===== src/rtl/pe_vec_if.sv =====
`default_nettype none
// ============================================================================
// Module      : pe_vec_if
// Description : Micro-op and result bundle between the operand broadcast
//               logic and the pe_vec lanes.
// Revision    : 1.0 - initial release
// ============================================================================
interface pe_vec_if #(
    parameter int DW    = 16,
    parameter int LANES = 4,
    parameter int SHW   = $clog2(2*DW+8)
);
    logic [LANES*DW-1:0] x;
    logic [LANES*DW-1:0] weight;
    logic                in_valid;
    logic                flush;
    logic                out_en;
    logic                calc_bias;
    logic                relu_en;
    logic [SHW-1:0]      shift;
    logic [LANES*DW-1:0] result_r;
    logic                out_valid_r;
    logic [LANES-1:0]    sat_r;
    logic                illegal_uop;

    modport master (
        output x, weight, in_valid, flush, out_en, calc_bias, relu_en, shift,
        input  result_r, out_valid_r, sat_r, illegal_uop
    );

    modport slave (
        input  x, weight, in_valid, flush, out_en, calc_bias, relu_en, shift,
        output result_r, out_valid_r, sat_r, illegal_uop
    );
endinterface
`default_nettype wire


===== src/rtl/pe_vec.sv =====
`default_nettype none
// ============================================================================
// Module      : pe_vec
// Description : LANES signed MAC lanes sharing one micro-op stream; two-stage
//               accumulate with shift / ReLU / saturating requantisation.
// Revision    : 1.0 - initial release
// ============================================================================
module pe_vec #(
    parameter int DW    = 16,
    parameter int LANES = 4,
    parameter int ACC_W = 2*DW+8,
    parameter int SHW   = $clog2(ACC_W)
) (
    input  wire      clk,
    input  wire      rst_n,
    pe_vec_if.slave  bus
);
    localparam logic signed [ACC_W-1:0] c_sat_max = {{(ACC_W-DW+1){1'b0}}, {(DW-1){1'b1}}};
    localparam logic signed [ACC_W-1:0] c_sat_min = {{(ACC_W-DW+1){1'b1}}, {(DW-1){1'b0}}};

    logic                w_illegal;
    logic                w_emit;
    logic                r_s1_valid;
    logic                r_s1_flush;
    logic                r_s1_out;
    logic                r_s1_relu;
    logic [SHW-1:0]      r_s1_shift;
    logic [LANES*DW-1:0] w_res;
    logic [LANES-1:0]    w_sat;

    // Dropped combos never reach S1, so they cannot disturb the accumulators.
    assign w_illegal = (bus.flush & (bus.in_valid | bus.calc_bias | bus.out_en))
                     | (~bus.in_valid & (bus.calc_bias | bus.out_en));
    assign w_emit    = r_s1_valid & r_s1_out;

    always_ff @(posedge clk or negedge rst_n) begin
        if (!rst_n) begin
            r_s1_valid      <= 1'b0;
            r_s1_flush      <= 1'b0;
            r_s1_out        <= 1'b0;
            r_s1_relu       <= 1'b0;
            r_s1_shift      <= '0;
            bus.illegal_uop <= 1'b0;
            bus.out_valid_r <= 1'b0;
            bus.result_r    <= '0;
            bus.sat_r       <= '0;
        end else begin
            r_s1_valid      <= bus.in_valid & ~w_illegal;
            r_s1_flush      <= bus.flush & ~w_illegal;
            r_s1_out        <= bus.out_en & ~w_illegal;
            r_s1_relu       <= bus.relu_en;
            r_s1_shift      <= bus.shift;
            bus.illegal_uop <= w_illegal;
            bus.out_valid_r <= w_emit;
            if (w_emit) begin
                bus.result_r <= w_res;
                bus.sat_r    <= w_sat;
            end
        end
    end

    for (genvar l = 0; l < LANES; l++) begin : g_lane
        logic [DW-1:0]           w_x;
        logic [DW-1:0]           w_w;
        logic [2*DW-1:0]         w_prod;
        logic signed [ACC_W-1:0] r_term;
        logic signed [ACC_W-1:0] r_acc;
        logic signed [ACC_W-1:0] w_acc_next;
        logic signed [ACC_W-1:0] w_shifted;
        logic signed [ACC_W-1:0] w_relu;
        logic [DW-1:0]           w_clip;
        logic                    w_clip_hi;
        logic                    w_clip_lo;

        assign w_x = bus.x[l*DW +: DW];
        assign w_w = bus.weight[l*DW +: DW];
        // Low 2*DW bits of the sign-extended product equal the signed product.
        assign w_prod = {{DW{w_x[DW-1]}}, w_x} * {{DW{w_w[DW-1]}}, w_w};

        always_ff @(posedge clk or negedge rst_n) begin
            if (!rst_n) begin
                r_term <= '0;
            end else if (bus.in_valid) begin
                r_term <= bus.calc_bias ? {{(ACC_W-DW){w_w[DW-1]}}, w_w}
                                        : {{(ACC_W-2*DW){w_prod[2*DW-1]}}, w_prod};
            end
        end

        assign w_acc_next = r_s1_valid ? r_acc + r_term : r_acc;

        // Emitting clears the sum on the same edge so the next group starts at 0.
        always_ff @(posedge clk or negedge rst_n) begin
            if (!rst_n) begin
                r_acc <= '0;
            end else if (r_s1_flush | w_emit) begin
                r_acc <= '0;
            end else begin
                r_acc <= w_acc_next;
            end
        end

        assign w_shifted = w_acc_next >>> r_s1_shift;
        assign w_relu    = (r_s1_relu & w_shifted[ACC_W-1]) ? '0 : w_shifted;
        assign w_clip_hi = w_relu > c_sat_max;
        assign w_clip_lo = w_relu < c_sat_min;
        assign w_clip    = w_clip_hi ? c_sat_max[DW-1:0]
                         : (w_clip_lo ? c_sat_min[DW-1:0] : w_relu[DW-1:0]);

        assign w_res[l*DW +: DW] = w_clip;
        assign w_sat[l]          = w_clip_hi | w_clip_lo;
    end
endmodule
`default_nettype wire


===== src/flat_wrapper.sv =====
// flat-port wrapper written by rule: the top's interface ports become plain ports
module pe_vec_flat 
#(
    parameter int DW    = 16,
    parameter int LANES = 4,
    parameter int ACC_W = 2*DW+8,
    parameter int SHW   = $clog2(ACC_W)
)
  (clk, rst_n, bus_x, bus_weight, bus_in_valid, bus_flush, bus_out_en, bus_calc_bias, bus_relu_en, bus_shift, bus_result_r, bus_out_valid_r, bus_sat_r, bus_illegal_uop);
  pe_vec_if #(.DW(DW), .LANES(LANES), .SHW(SHW)) bus_i ();
  input  wire clk;
  input  wire rst_n;
  input wire logic [$bits(bus_i.x)-1:0] bus_x;
  input wire logic [$bits(bus_i.weight)-1:0] bus_weight;
  input wire logic [$bits(bus_i.in_valid)-1:0] bus_in_valid;
  input wire logic [$bits(bus_i.flush)-1:0] bus_flush;
  input wire logic [$bits(bus_i.out_en)-1:0] bus_out_en;
  input wire logic [$bits(bus_i.calc_bias)-1:0] bus_calc_bias;
  input wire logic [$bits(bus_i.relu_en)-1:0] bus_relu_en;
  input wire logic [$bits(bus_i.shift)-1:0] bus_shift;
  output wire logic [$bits(bus_i.result_r)-1:0] bus_result_r;
  output wire logic [$bits(bus_i.out_valid_r)-1:0] bus_out_valid_r;
  output wire logic [$bits(bus_i.sat_r)-1:0] bus_sat_r;
  output wire logic [$bits(bus_i.illegal_uop)-1:0] bus_illegal_uop;
  assign bus_i.x = bus_x;
  assign bus_i.weight = bus_weight;
  assign bus_i.in_valid = bus_in_valid;
  assign bus_i.flush = bus_flush;
  assign bus_i.out_en = bus_out_en;
  assign bus_i.calc_bias = bus_calc_bias;
  assign bus_i.relu_en = bus_relu_en;
  assign bus_i.shift = bus_shift;
  assign bus_result_r = bus_i.result_r;
  assign bus_out_valid_r = bus_i.out_valid_r;
  assign bus_sat_r = bus_i.sat_r;
  assign bus_illegal_uop = bus_i.illegal_uop;
  pe_vec #(.DW(DW), .LANES(LANES), .ACC_W(ACC_W), .SHW(SHW)) u_core (.clk(clk), .rst_n(rst_n), .bus(bus_i));
endmodule

===== config.mk =====
export PLATFORM = sky130hd
export DESIGN_NAME = pe_vec_flat
export DESIGN_NICKNAME = d
export VERILOG_FILES = /design/src/rtl/pe_vec_if.sv /design/src/rtl/pe_vec.sv /design/src/flat_wrapper.sv
export SDC_FILE = /design/constraint.sdc
export NUM_CORES = 2
export LEC_CHECK = 0
export CORE_ASPECT_RATIO = 1.5
export CORE_MARGIN = 8
export CORE_UTILIZATION = 30
export CTS_CLUSTER_DIAMETER = 40
export DETAILED_ROUTE_END_ITERATION = 8
export GPL_TIMING_DRIVEN = 0
export HOLD_SLACK_MARGIN = 0.06
export PLACE_DENSITY_LB_ADDON = 0.15
export SETUP_SLACK_MARGIN = 0.5
export SLEW_MARGIN = 10
export SYNTH_ARGS = -nofsm -noshare
export SYNTH_HDL_FRONTEND = slang
export SYNTH_SLANG_ARGS = --single-unit

===== constraint.sdc =====
create_clock -name clk -period 4.9 [get_ports clk]
set_input_delay 0.98 -clock clk [delete_from_list [all_inputs] [get_ports clk]]
set_output_delay 0.98 -clock clk [all_outputs]
set_load 0.005 [all_outputs]

; ---- Word level (Yosys, flattened, before mapping)
; Cells that the tools add are included.
[totals]
ff_bits = 400
in_bits = 141
out_inout_bits = 70
elab_cells = 82
[classes]
addsub = 4
multipliers = 4
magnitude_cmp = 8
shifts = 4
mux = 24
bitwise_logic = 21
[op_table]
columns = operator, count
row1 = 2-to-1 mux 40 bit, 16
row2 = adder 40 bit, 4
row3 = "> comparator 40 x 16 -> 1 bit, second input constant", 4
row4 = "less-than comparator 40 x 16 -> 1 bit, second input constant", 4
row5 = >>> shifter 40 x 6 -> 40 bit, 4
row6 = multiplier 16 x 16 -> 32 bit, 4
row7 = 2-to-1 mux 16 bit, 8
row8 = AND 1 bit, 10
row9 = bitwise OR 1 bit, 9
row10 = NOT 1 bit, 2

; ---- Longest topological paths before layout
[depth]
ltp_word = 8
depth_mapped = 29
mapped_depth_nobuf = 27

; ---- Least setup slack after synthesis
; No wires, ideal clock.
[synth_timing]
path_type = input -> register
from = input bus_weight[5]
to = register u_core.g_lane[0].r_term[38]
setup_ns = 0.132
arrival_ns = 7.704
required_ns = 4.768
path_slack_ns = -2.937
cell_stages = 28
n_path_buf = 2
path_cell_list = clkbuf_1 > clkbuf_1 > nand2_1 > fa_1 > inv_1 > fa_1 > inv_1 > fa_1 > fa_1 > inv_1 > fa_1 > inv_1 > fa_1 > inv_1 > ha_1 > and3_1 > a21oi_1 > o21ai_0 > o41ai_1 > o21ai_0 > or4_1 > a31o_2 > o41ai_1 > o21a_1 > o21ai_0 > xnor2_1 > nor2_1 > o22ai_1
[synth_between]
elab_chain_len = 2
[synth_lines]
columns = element, line_no
row1 = from (decl), flat_wrapper.sv:14  ; input wire logic [$bits(bus_i.weight)-1:0] bus_weight;
row2 = multiplier 16 x 16 -> 32 bit, pe_vec.sv:78  ; assign w_prod = {{DW{w_x[DW-1]}}, w_x} * {{DW{w_w[DW-1]}}, w_w};
row3 = 2-to-1 mux 40 bit, pe_vec.sv:84  ; r_term <= bus.calc_bias ? {{(ACC_W-DW){w_w[DW-1]}}, w_w}
row4 = to (signal assigned), pe_vec.sv:84
row5 = to (decl), pe_vec.sv:66  ; logic signed [ACC_W-1:0] r_term;
; No other way between the ends.
; A chain may end at the register's enable or synchronous reset.

; ---- Worst setup path in the final report
[layout_timing]
from = input bus_weight[1]
to = register u_core.g_lane[0].r_term[30]
; The elaborated chain is that of the path after synthesis.

==> impl_metrics.tcl <==
set metrics [dict create \
    cts_tree "done" \
    gp_congestion 1.04 \
    fin_crit_sh_pct 143 \
    tightest_slew_ns 1.35 \
    grt_max_degree 93 \
    max-clock-path-buffers 3 \
    clock_latency_ns 0.71 \
    antenna_found_initial 23 \
    cp-start-kind "input port" \
    final.fill_count 26158 \
    drive_gt1_share_pct 21.7 \
    synth.net_count 10909 \
    via_per_inst 5.59 \
    rows 227 \
    postSynth.asyncResetShare_pct 100 \
    initial_core_util_pct 30.2 \
    regArea_um2 9240 \
    violations "negative setup slack" \
    slew_viol_final 0 \
    synth_top_cell_area_share_pct 27.4 \
    rsz0062_at_grt "yes" \
    clock_sinks 368 \
    core_um2 255000 \
    finalSetupViolations 151 \
    overflow 0 \
    ys_top_cells_by_area "fa_1 27%, dfrtp_1 12%, ha_1 7.9%" \
    io_pins 211 \
    cts_root_buffer "clkbuf_16" \
    drv_cap 0 \
    maxSlewHeadroom_pct 9.79 \
    cts_made_buffers 60 \
    detail_route.wl_per_cell_um 31.4 \
    fin_skew_ns 0.0230 \
    seq_area_frac_synth_pct 12.0 \
    clkTransAtPathRegs_ns 0.06 \
    setup_ws_ns -2.11 \
    die_y_um 636 \
    cts-hold-fix-buffers 0 \
    nNetsFinal 11674 \
    critPathMaxFanout 8 \
    final_common_cell "inv_1" \
    die_x_um 430 \
    synth_seq_cells 368 \
    cpPeakStageDelay_ns 0.56 \
    mostFrequentLayoutCells "1,218 x inv_1, 1,027 x fa_1, 971 x nand2_1" \
    grtUsageTotal_pct 29.7 \
    drt_iter0_drc 5275 \
    ant_nets 0 \
    crit_arrival_ns 7.61 \
    finalCriticalPeriod_ns 7.01 \
    first_global_vias 78620 \
    setup.worst_path.class "in -> reg" \
    fp.dieArea_um2 273000 \
    grt_pass1_wl_um 589000 \
    wirelength_um 420000 \
    synth_warnings 0 \
    status "finished, violations left" \
    synth_largest_area_cell "fa_1" \
    finalHoldViolations 0 \
    ys_types 117 \
    synth_ff_type "dfrtp_1" \
    dr.pass1.iters 6 \
    htree_levels 2 \
    avgSynthCellArea_um2 8.34 \
    dpl.hpwl_um 346000 \
    dpl_worst_slack_ns -5.09 \
    drc 0 \
    min_path_type "in -> async" \
    port_buffers 185 \
    num_vias 74732 \
    max_freq_mhz 143 \
    crit_required_ns 5.49 \
    area_growth_pct 27.9 \
    cp_slowest_cell "fa_2" \
    multi_input_area_um2 66200 \
    syn_area_um2 77000 \
    synth_cells 9232 \
    cp-end-kind "flop" \
    synth_edf_count 0 \
    cp_common_cell "fa_1" \
]
-- area by class of cell --
type / instances / share of cell area, %
well taps: 3320 / 4.22
plain buffers: 534 / 5.46
clock inverters: 44 / 0.552
flip-flops and latches: 368 / 9.39
repair buffers: 703 / 6.61
inverters: 1275 / 4.88
multi-input cells: 7055 / 67.3
clock buffers: 70 / 1.60
diodes: 10 / 0.0254
-- path summary, 6_finish.rpt --
| path | startpoint | end | slack, ns | cells after the start |
|---|---|---|---|---|
| max | bus_weight[1] | u_core.g_lane[0].r_term[30] | -2.11 | 28 |
| min | rst_n | u_core.r_s1_shift[0] | 0.21 | 1 |
| max reg2reg | u_core.r_s1_shift[0] | u_core.bus.result_r[1] | -0.60 | 16 |
| min reg2reg | u_core.bus.result_r[63] | u_core.bus.result_r[63] | 0.48 | 2 |
| max in group asynchronous | rst_n | u_core.g_lane[2].r_term[18] | 3.33 | 3 |
| min in group clk | u_core.bus.result_r[63] | u_core.bus.result_r[63] | 0.48 | 2 |
-- flip-flops by register name, indices dropped and copies added, names as in the netlist --
signal and flops:
u_core.r_s1_relu 1, u_core.g_lane.r_acc 160, u_core.r_s1_valid 1, u_core.r_s1_flush 1
u_core.g_lane.r_term 128, u_core.r_s1_out 1, u_core.bus.sat_r 4, u_core.bus.out_valid_r 1
u_core.r_s1_shift 6, u_core.bus.illegal_uop 1, u_core.bus.result_r 64
-- through the flow --
stage	TNS (ns)	cell area, um2	utilization (%)	std cells	hold slack, ns
after floorplan	-106.96	78800	-	9232	0.455
after global placement	-7229.27	84900	33.3	12737	0.463
after detailed placement	-1236.78	85200	33.4	12750	0.471
after CTS	-123.31	95800	37.6	13211	0.184
after global routing	-149.99	98400	38.6	13371	0.227
final	-125.60	98400	38.6	13379	0.207
-- Yosys cell counts, types with 163 or more instances --
| cell type | instances |
|---|---|
| a21oi_1 | 530 |
| inv_1 | 1268 |
| mux2i_1 | 228 |
| nand2_1 | 1048 |
| nor2_1 | 669 |
| fa_1 | 1052 |
| dfrtp_1 | 368 |
| xnor2_1 | 163 |
| o21ai_0 | 293 |
| clkbuf_1 | 431 |
| and2_1 | 482 |
| ha_1 | 484 |
-- critical path: cells and delay by family --
family | cells | cell delay [ns]
simple gates | 3 | 0.41
fa+ha+maj | 7 | 3.21
buf+inv | 8 | 0.61
compound gates | 9 | 2.09
xor+xnor | 1 | 0.26
-- logic make-up after synthesis --
group / Yosys count / synth area share [%]
AND/OR/NAND/NOR: 2987 / 18.6
AO/OA/AOI/OAI: 1971 / 17.5
buffers and inverters: 1809 / 8.92
adder cells (fa/ha/maj): 1536 / 35.2
flip-flops: 368 / 12.0
multiplexers: 344 / 5.33
XOR/XNOR: 217 / 2.48
-- routing by layer --
layer  global-route usage, %  up-vias  share of wire [%]  wire length, um
li1                        -    32654                  -                -
met1                    31.3    38079                 35           147000
met2                    53.2     2791                 50           210000
met3                    3.70     1194                4.7            19800
met4                    23.6       14                 10            43700
met5                       0        -              0.021               88
-- timing repair --
item / CTS / global route
hold endpoints to repair: 0 / 0
setup buffers: 341 / 148
setup endpoints to repair: 337 / 252
pin swaps: 276 / 126
gates resized for setup: 1925 / 435
cloned: 6 / 8
Power is left out: the tool's default activity adds up to more than one toggle a clock period on the data nets, which glitch-free logic cannot reach.
